## src/rtl/mopa_exec_unit_pkg.sv

```systemverilog
// Shared ALU control codes and MOPA execute-unit FSM state encodings.
package mopa_exec_unit_pkg;

  typedef enum logic [3:0] {
    AluAdd  = 4'h0,
    AluSub  = 4'h1,
    AluAnd  = 4'h2,
    AluOr   = 4'h3,
    AluXor  = 4'h4,
    AluSll  = 4'h5,
    AluSrl  = 4'h6,
    AluSra  = 4'h7,
    AluSlt  = 4'h8,
    AluSltu = 4'h9,
    AluMopa = 4'hA
  } alu_ctrl_e;

  typedef enum logic [1:0] {
    MopaIdle = 2'd0,
    MopaRun  = 2'd1,
    MopaDone = 2'd2
  } mopa_state_e;

endpackage

```

## src/rtl/mopa_row_mac.sv

```systemverilog
// One accumulator row update: sum[j] = acc[j] + sext(a * b[j]) for all columns.
module mopa_row_mac #(
  parameter int unsigned N  = 4,
  parameter int unsigned EW = 8,
  parameter int unsigned AW = 32
) (
  input  logic [EW-1:0]   a_elem_i,
  input  logic [N*EW-1:0] b_vec_i,
  input  logic [N*AW-1:0] acc_row_i,
  output logic [N*AW-1:0] sum_row_o
);

  for (genvar j = 0; j < N; j++) begin : g_col
    logic signed [2*EW-1:0] prod;
    assign prod = $signed(a_elem_i) * $signed(b_vec_i[j*EW +: EW]);
    // Size cast of a signed value sign-extends; the add wraps modulo 2^AW.
    assign sum_row_o[j*AW +: AW] = acc_row_i[j*AW +: AW] + AW'(prod);
  end

endmodule

```

## src/rtl/mopa_exec_unit.sv

```systemverilog
// Multi-cycle outer-product accumulate unit: one tile row per cycle, stalls while busy.
module mopa_exec_unit
  import mopa_exec_unit_pkg::*;
#(
  parameter int unsigned N  = 4,
  parameter int unsigned EW = 8,
  parameter int unsigned AW = 32
) (
  input  logic                 clk,
  input  logic                 rst,
  input  logic                 valid_i,
  output logic                 ready_o,
  input  logic [3:0]           alu_ctrl_i,
  input  logic [N*EW-1:0]      a_vec_i,
  input  logic [N*EW-1:0]      b_vec_i,
  input  logic                 clr_i,
  output logic                 stall_o,
  output logic                 done_o,
  output logic                 err_o,
  input  logic                 rd_en_i,
  input  logic [$clog2(N)-1:0] rd_row_i,
  output logic [N*AW-1:0]      rd_data_o
);

  localparam int unsigned RW = $clog2(N);

  mopa_state_e   state_q, state_d;
  logic [RW-1:0] row_q, row_d;
  logic [N*EW-1:0] a_q, a_d, b_q, b_d;
  logic [N*AW-1:0] acc_q [N];
  logic [N*AW-1:0] acc_d [N];
  logic [N*AW-1:0] rd_data_q, rd_data_d;
  logic            err_q, err_d;
  logic [EW-1:0]   a_elem;
  logic [N*AW-1:0] mac_row;

  assign a_elem = a_q[row_q*EW +: EW];

  mopa_row_mac #(
    .N  (N),
    .EW (EW),
    .AW (AW)
  ) u_row_mac (
    .a_elem_i  (a_elem),
    .b_vec_i   (b_q),
    .acc_row_i (acc_q[row_q]),
    .sum_row_o (mac_row)
  );

  // FSM next state, operand latch and row counter.
  always_comb begin
    state_d = state_q;
    row_d   = row_q;
    a_d     = a_q;
    b_d     = b_q;
    err_d   = 1'b0;
    unique case (state_q)
      MopaIdle: begin
        if (valid_i) begin
          if (alu_ctrl_i == AluMopa) begin
            state_d = MopaRun;
            row_d   = '0;
            a_d     = a_vec_i;
            b_d     = b_vec_i;
          end else begin
            err_d = 1'b1;
          end
        end
      end
      MopaRun: begin
        row_d = row_q + 1'b1;
        if (row_q == RW'(N - 1)) state_d = MopaDone;
      end
      MopaDone: state_d = MopaIdle;
      default:  state_d = MopaIdle;
    endcase
  end

  // Tile writeback: clear only from IDLE (ahead of any accumulate), one row per RUN cycle.
  always_comb begin
    for (int i = 0; i < N; i++) acc_d[i] = acc_q[i];
    if (state_q == MopaIdle && clr_i) begin
      for (int i = 0; i < N; i++) acc_d[i] = '0;
    end
    if (state_q == MopaRun) acc_d[row_q] = mac_row;
    // Reads see pre-edge tile contents.
    rd_data_d = rd_en_i ? acc_q[rd_row_i] : rd_data_q;
  end

  // State registers with synchronous reset; reset aborts any operation and zeroes the tile.
  always_ff @(posedge clk) begin
    if (rst) begin
      state_q   <= MopaIdle;
      row_q     <= '0;
      a_q       <= '0;
      b_q       <= '0;
      err_q     <= 1'b0;
      rd_data_q <= '0;
      for (int i = 0; i < N; i++) acc_q[i] <= '0;
    end else begin
      state_q   <= state_d;
      row_q     <= row_d;
      a_q       <= a_d;
      b_q       <= b_d;
      err_q     <= err_d;
      rd_data_q <= rd_data_d;
      for (int i = 0; i < N; i++) acc_q[i] <= acc_d[i];
    end
  end

  assign ready_o   = (state_q == MopaIdle);
  assign stall_o   = (state_q == MopaRun);
  assign done_o    = (state_q == MopaDone);
  assign err_o     = err_q;
  assign rd_data_o = rd_data_q;

endmodule

```

## config.mk

```make
export PLATFORM = sky130hd
export DESIGN_NAME = mopa_exec_unit
export DESIGN_NICKNAME = d
export VERILOG_FILES = /design/src/rtl/mopa_exec_unit_pkg.sv /design/src/rtl/mopa_row_mac.sv /design/src/rtl/mopa_exec_unit.sv
export SDC_FILE = /design/constraint.sdc
export NUM_CORES = 2
export LEC_CHECK = 0
export ABC_AREA = 1
export CAP_MARGIN = 10
export CORE_MARGIN = 2
export CORE_UTILIZATION = 60
export DETAILED_ROUTE_END_ITERATION = 10
export GPL_TIMING_DRIVEN = 1
export PLACE_DENSITY = 0.79
export SYNTH_ARGS = -nofsm -noshare
export SYNTH_HDL_FRONTEND = slang
export SYNTH_HIERARCHICAL = 1
export SYNTH_SLANG_ARGS = --single-unit
```

## constraint.sdc

```tcl
create_clock -name clk -period 21 [get_ports clk]
set_input_delay 4.2 -clock clk [delete_from_list [all_inputs] [get_ports clk]]
set_output_delay 4.2 -clock clk [all_outputs]
set_load 0.02 [all_outputs]
```

# After elaboration in Yosys (flattened, before gate mapping)

Memory sizes are Yosys's and may differ from the RTL's. A register that Yosys moved wholly into a read port is not among the register bits.
Cells that the tools add are included.

Logic and storage cells: 62
Register bits: 69
Memory bits (read-only): 0
Bits in latches: 0
RAM bits: 512
Memories kept: 1
Output and inout bits: 132

Shifts and indexed selects: 1
$mul: 4
Magnitude comparators: 2
Add/subtract/negate cells: 5
Equal/unequal tests: 7
Divide/modulo/power cells: 0
Reduce and logical (&&, ||, !) cells: 8
Bitwise logic cells: 7
Multiplexer cells: 22

Memories:

| name  | depth | width | read ports | clocked after Yosys merged registers in | wr ports | line                 | text |
|---|---|---|---|---|---|---|---|
| acc_q | 4     | 128   | 6          | 2                                       | 4        | mopa_exec_unit.sv:30 | `logic [N*AW-1:0] acc_q [N];` |

Operator list:

| cell                | number |
|---|---|
| $mux 512            | 2 |
| $mux 128            | 5 |
| $bwmux 512          | 1 |
| $demux 128 s2       | 1 |
| $add 32x32->32      | 4 |
| $mul 8x8->16        | 4 |
| $shiftx 32x6->8     | 1 |
| $mux 2              | 7 |
| $reduce_and 3->1    | 3 |
| $pmux 2 s2          | 2 |
| $eq 2x2->1 const B  | 2 |
| $eq 4x4->1 const B  | 1 |
| $mux 1              | 4 |
| $ne 2x1->1 const B  | 2 |
| $or 1x1->1          | 4 |
| $ge 3x3->1 const B  | 1 |
| $lt 3x1->1 const B  | 1 |
| $not 2->3           | 1 |
| $reduce_or 3->1     | 1 |
| $add 2x1->2 const B | 1 |
| $eq 2x1->1 const B  | 1 |
| $logic_and 1x1->1   | 2 |
| $logic_not 2->1     | 1 |
| $ne 2x2->1 const B  | 1 |
| other kinds (2)     | 3 |

# Depth between registers and ports, before layout

Depth after elaboration: 8
Mapped depth: 40
Gate-level depth less buffers: 38

# By module

The synthesis kept the hierarchy.

Modules (own cells, without submodules):

| module         | instances | seq. area each (um^2) | area an instance (um^2) | cells each |
|---|---|---|---|---|
| mopa_exec_unit | 1         | 14233.7               | 33408.3                 | 5019 |
| mopa_row_mac   | 1         | 0.0                   | 18856.8                 | 3007 |

# Worst setup path before layout

No wires, ideal clock.

Kind: register to register
Start point: register row_q[0]
End point: memory acc_q[0][20] (netlist bit)
Required time: 20.930 ns
Library setup time: 0.070 ns
Clock period less this slack: 6.730 ns
Arrival: 6.660 ns
Stages on the path, launching flop included: 30
Slack: 14.270 ns
Cell sequence: dfxtp_1 clkbuf_1 clkbuf_1 nor2_1 o22ai_1 clkbuf_1 nand2_1 fa_1 inv_1 fa_1 inv_1 fa_1 inv_1 fa_1 ha_1 a21oi_1 a21boi_0 nand3_1 inv_1 nand3_1 nand2_1 ha_1 a21o_1 o21bai_1 a21oi_1 nand2_1 a21oi_1 xor2_1 o21ai_0 a21oi_1

RTL lines:

| what                     | line                  | text |
|---|---|---|
| start: declaration       | mopa_exec_unit.sv:28  | `logic [RW-1:0] row_q, row_d;` |
| start signal: assignment | mopa_exec_unit.sv:102 | `row_q <= row_d;` |
| end: declaration         | mopa_exec_unit.sv:30  |  |

==> Flow_metrics.wiki <==
{| class="wikitable"
! Metric !! Value
|-
| Run status || completed
|-
| CTS root buffer || sky130_fd_sc_hd__clkbuf_16
|-
| Reg2Reg Depth || 27
|-
| Initial cell density of the core || 60.43%
|-
| Total of warnings raised by yosys || 6
|-
| Launching point of the worst reg2reg path || row_q[0]
|-
| Clock-pin transition on the worst setup and hold timing paths || 0.06 ns
|-
| Power density over the cells || 58.36 nW/um^2
|-
| Critical path data arrival time || ~8.6 ns
|-
| Max-Cap Viols || 0
|-
| Max VDD drop || approximately 68 uV
|-
| DPL Wire Length || 98930 um
|-
| Maximum number of pins on one net before global-route repair || 289
|-
| Critical path origin || row_q[0]
|-
| Transition time of the tightest slew-check pin || 1.359 ns
|-
| Clock latency on the worst-skew pair || approximately 0.67 ns
|-
| Capture point of the worst reg-to-reg path || acc_q[0][86]
|-
| Horizontal extent of the die || 299.1 um
|-
| Area grow syn2layout || 8.252%
|-
| Area contributors post-synth || sky130_fd_sc_hd__dfxtp_1 (27%), sky130_fd_sc_hd__nand2_1 (11%), sky130_fd_sc_hd__nor2_1 (9.9%)
|-
| Mapped cell area || 52270 sq um
|-
| Router iterations before antenna repair || 9
|-
| Ant diodes || 0
|-
| Number of nets in the finished design || roughly 8.4k
|-
| Routability congestion estimate || 0.9753
|-
| Quantity of gates resized following cts || 0
|-
| Final Routed Wirelength || 151600 um
|-
| Critical-path cell with the highest stage delay || sky130_fd_sc_hd__fa_1
|-
| Capturing element type of the critical path || flip-flop
|-
| DR vias || 51.50k
|-
| Share of flip-flops with an asynchronous set or reset after synthesis || 0%
|-
| Top_reg_cell synth || sky130_fd_sc_hd__dfxtp_1
|-
| Post-synth EDFFs || 0
|-
| Max incr delay on CP || 0.74 ns
|-
| Worst hold path type || reg2reg
|-
| Die area || a little under 90000 sq um
|-
| Routed wire per std cell || between 15 and 20 um
|-
| Post-synthesis area per instance || 6.512 sq um
|-
| Number of antenna violations at the first check in global routing || 0
|-
| Clock tree from TritonCTS || built
|-
| Shortest period the worst path allows || 7.967 ns
|-
| CTS HTree Levels || 3
|-
| Port-buffer cells || ~200
|-
| Leakage power of the design || 27.45 nW
|-
| F_max || ~130 MHz
|-
| Final setup TNS || 0 ns
|-
| DR iter-0 viols || 5131
|-
| Top post-synthesis cells by count || sky130_fd_sc_hd__nand2_1 (1561), sky130_fd_sc_hd__nor2_1 (1377), sky130_fd_sc_hd__o21ai_0 (951)
|-
| Flip-flop and latch count after synthesis || 711
|-
| Cell count after synthesis || 8026
|-
| Longest Clk Path Bufs || 3
|-
| Global route total overflow || 0
|-
| Share of the synthesized area in the top cell type || 27.23%
|-
| Cell variety after synth || 42
|-
| GRT Total Usage || roughly a third
|-
| Maximum fanout along the worst path || 32
|-
| Hold_buf cts || 0
|-
| Die Span Y || 299.1 um
|-
| Routed via count divided by cell count || about 5.7
|-
| Post-Syn Nets || 8577
|-
| Global-route wire length before repair || 246700 um
|-
| Number of top-level pins || 207
|-
| Maximum clock skew at final layout || 0.05190 ns
|-
| Kind of start point of the critical path || flip-flop
|-
| Portion of the clock cycle consumed by the worst path in the final layout || 37.94%
|-
| Fraction of final layout cells sized beyond drive strength 1 || slightly below 3%
|-
| Synth area leader || sky130_fd_sc_hd__dfxtp_1
|-
| Antenna Nets Post-Route || 0
|-
| Hold slack final || about 0.47 ns
|-
| Via count of the first global-routing pass || 48.53k
|-
| Setup crit end || acc_q[0][86]
|-
| Worst-case headroom to the max-slew limit || 9.388%
|-
| Part of the Yosys area used for sequential elements || between 20% and 30%
|-
| Crit path kind || reg2reg
|-
| Total count of hold-check failures in the final report || 0
|-
| Worst endpoint required time || 21.58 ns
|-
| Number of clock buffers inserted by TritonCTS || 81
|-
| Post-CTS setup-driven buffer insertion count || 0
|-
| Unrepaired setup endpoints after global routing || false
|-
| Std-Cell Rows || 108
|-
| Max Transition Viols Final || 0
|-
| Clk sinks || 711
|-
| Final routed DRC violation total || 0
|-
| Total core area || 86480 sq um
|-
| Most used standard cell by instance count after synthesis || sky130_fd_sc_hd__nand2_1
|-
| Final-report setup violation count || 0
|-
| Register-to-Register Setup Slack || 13.03 ns
|}
[worst max-delay path, delay by kind of cell, from the launching register on]
family / cells / cell delay, ns
compound gates: 9 / 1.51
fa+ha+maj: 6 / 3.18
xor+xnor: 1 / 0.36
buf+inv: 5 / 1.07
simple gates: 6 / 1.21
flops: 1 / 0.51
[where the power goes]
group	leakage [nW]	switching, W	internal, W
clock	1.37	0.000620	0.000864
combinational	20.3	0.000287	0.000140
sequential	5.76	0.0000182	0.00137
total	27.4	0.000925	0.00238
[layer usage]
layer  part of all wire (%)  GRT usage (%)  wire length [um]  vias up
met5                      0              0                 0        -
met4                    2.7          11.32              4095        0
met3                     10          5.936             15570      315
met2                     44          52.92             66860     2244
met1                     43          45.44             65050    23590
li1                       -              -                 -    25360
[how the worst min path moves through the flow]
stage,start,endpoint,slack (ns),cells after the start
4_1_cts,acc_q[1][97],acc_q[1][97],0.47,2
5_1_grt,acc_q[2][85],acc_q[2][85],0.49,2
3_5_place_dp,acc_q[1][126],acc_q[1][126],0.46,2
3_3_place_gp,acc_q[1][126],acc_q[1][126],0.46,2
6_report,acc_q[1][126],acc_q[1][126],0.47,2
2_1_floorplan,acc_q[1][126],acc_q[1][126],0.44,2
[sequential cells by signal (all words and copies together), names as in the netlist, named ones only]
name       count
row_q          2
state_q        2
b_q           32
acc_q        512
rd_data_o    128
a_q           32
err_o          1
[placed cells by master, fill, tap and decap left out, drive strengths merged]
master            n
o211ai            3
inv             935
a21oi           554
nand3           312
nand2          1574
nand3b            7
o21a              2
clkdlybuf4s50   202
a21o             36
or2               4
o21ai          1163
ha              252
and2              1
dfxtp           711
nor3b             1
clkinvlp          2
bufinv            7
clkinv           25
nor4              3
xnor2            24
fa              224
nor3             14
and3              2
nand4            25
xor2            106
clkbuf          115
a21boi           14
o21bai           32
a31oi             8
buf              43
o22ai           136
nor2           1387
[final cells by class]
type	instances	area, sq um
clock buffers	113	2318
clock inverters	36	460.4
fillers	7914	29900
inverters	933	3526
multi-input cells	5884	32190
flip-flops and latches	711	14240
well taps	1155	1445
repair buffers	247	2397
[logic make-up after synthesis]
group	share of synthesized area, %
buffers and inverters	11.39
and+or+nand+nor	25.16
AOI/OAI and AO/OA	19.42
DFF	27.23
xor gates and xnor gates	2.178
adders and majority gates	14.61
[stage by stage]
step,power [W],area [sq um],setup WS (ns),instances,util [%]
4_1_cts,0.003304,56580,13.08,9079,65.42
5_1_grt,0.003414,56580,12.39,9079,65.42
2_1_floorplan,0.001708,52270,14.27,8026,-
3_3_place_gp,0.001830,53800,13.37,8930,62.21
6_report,0.003302,56580,13.03,9079,65.42
3_5_place_dp,0.001837,53800,13.11,8930,62.21
Power figures use the tool's default switching activity.
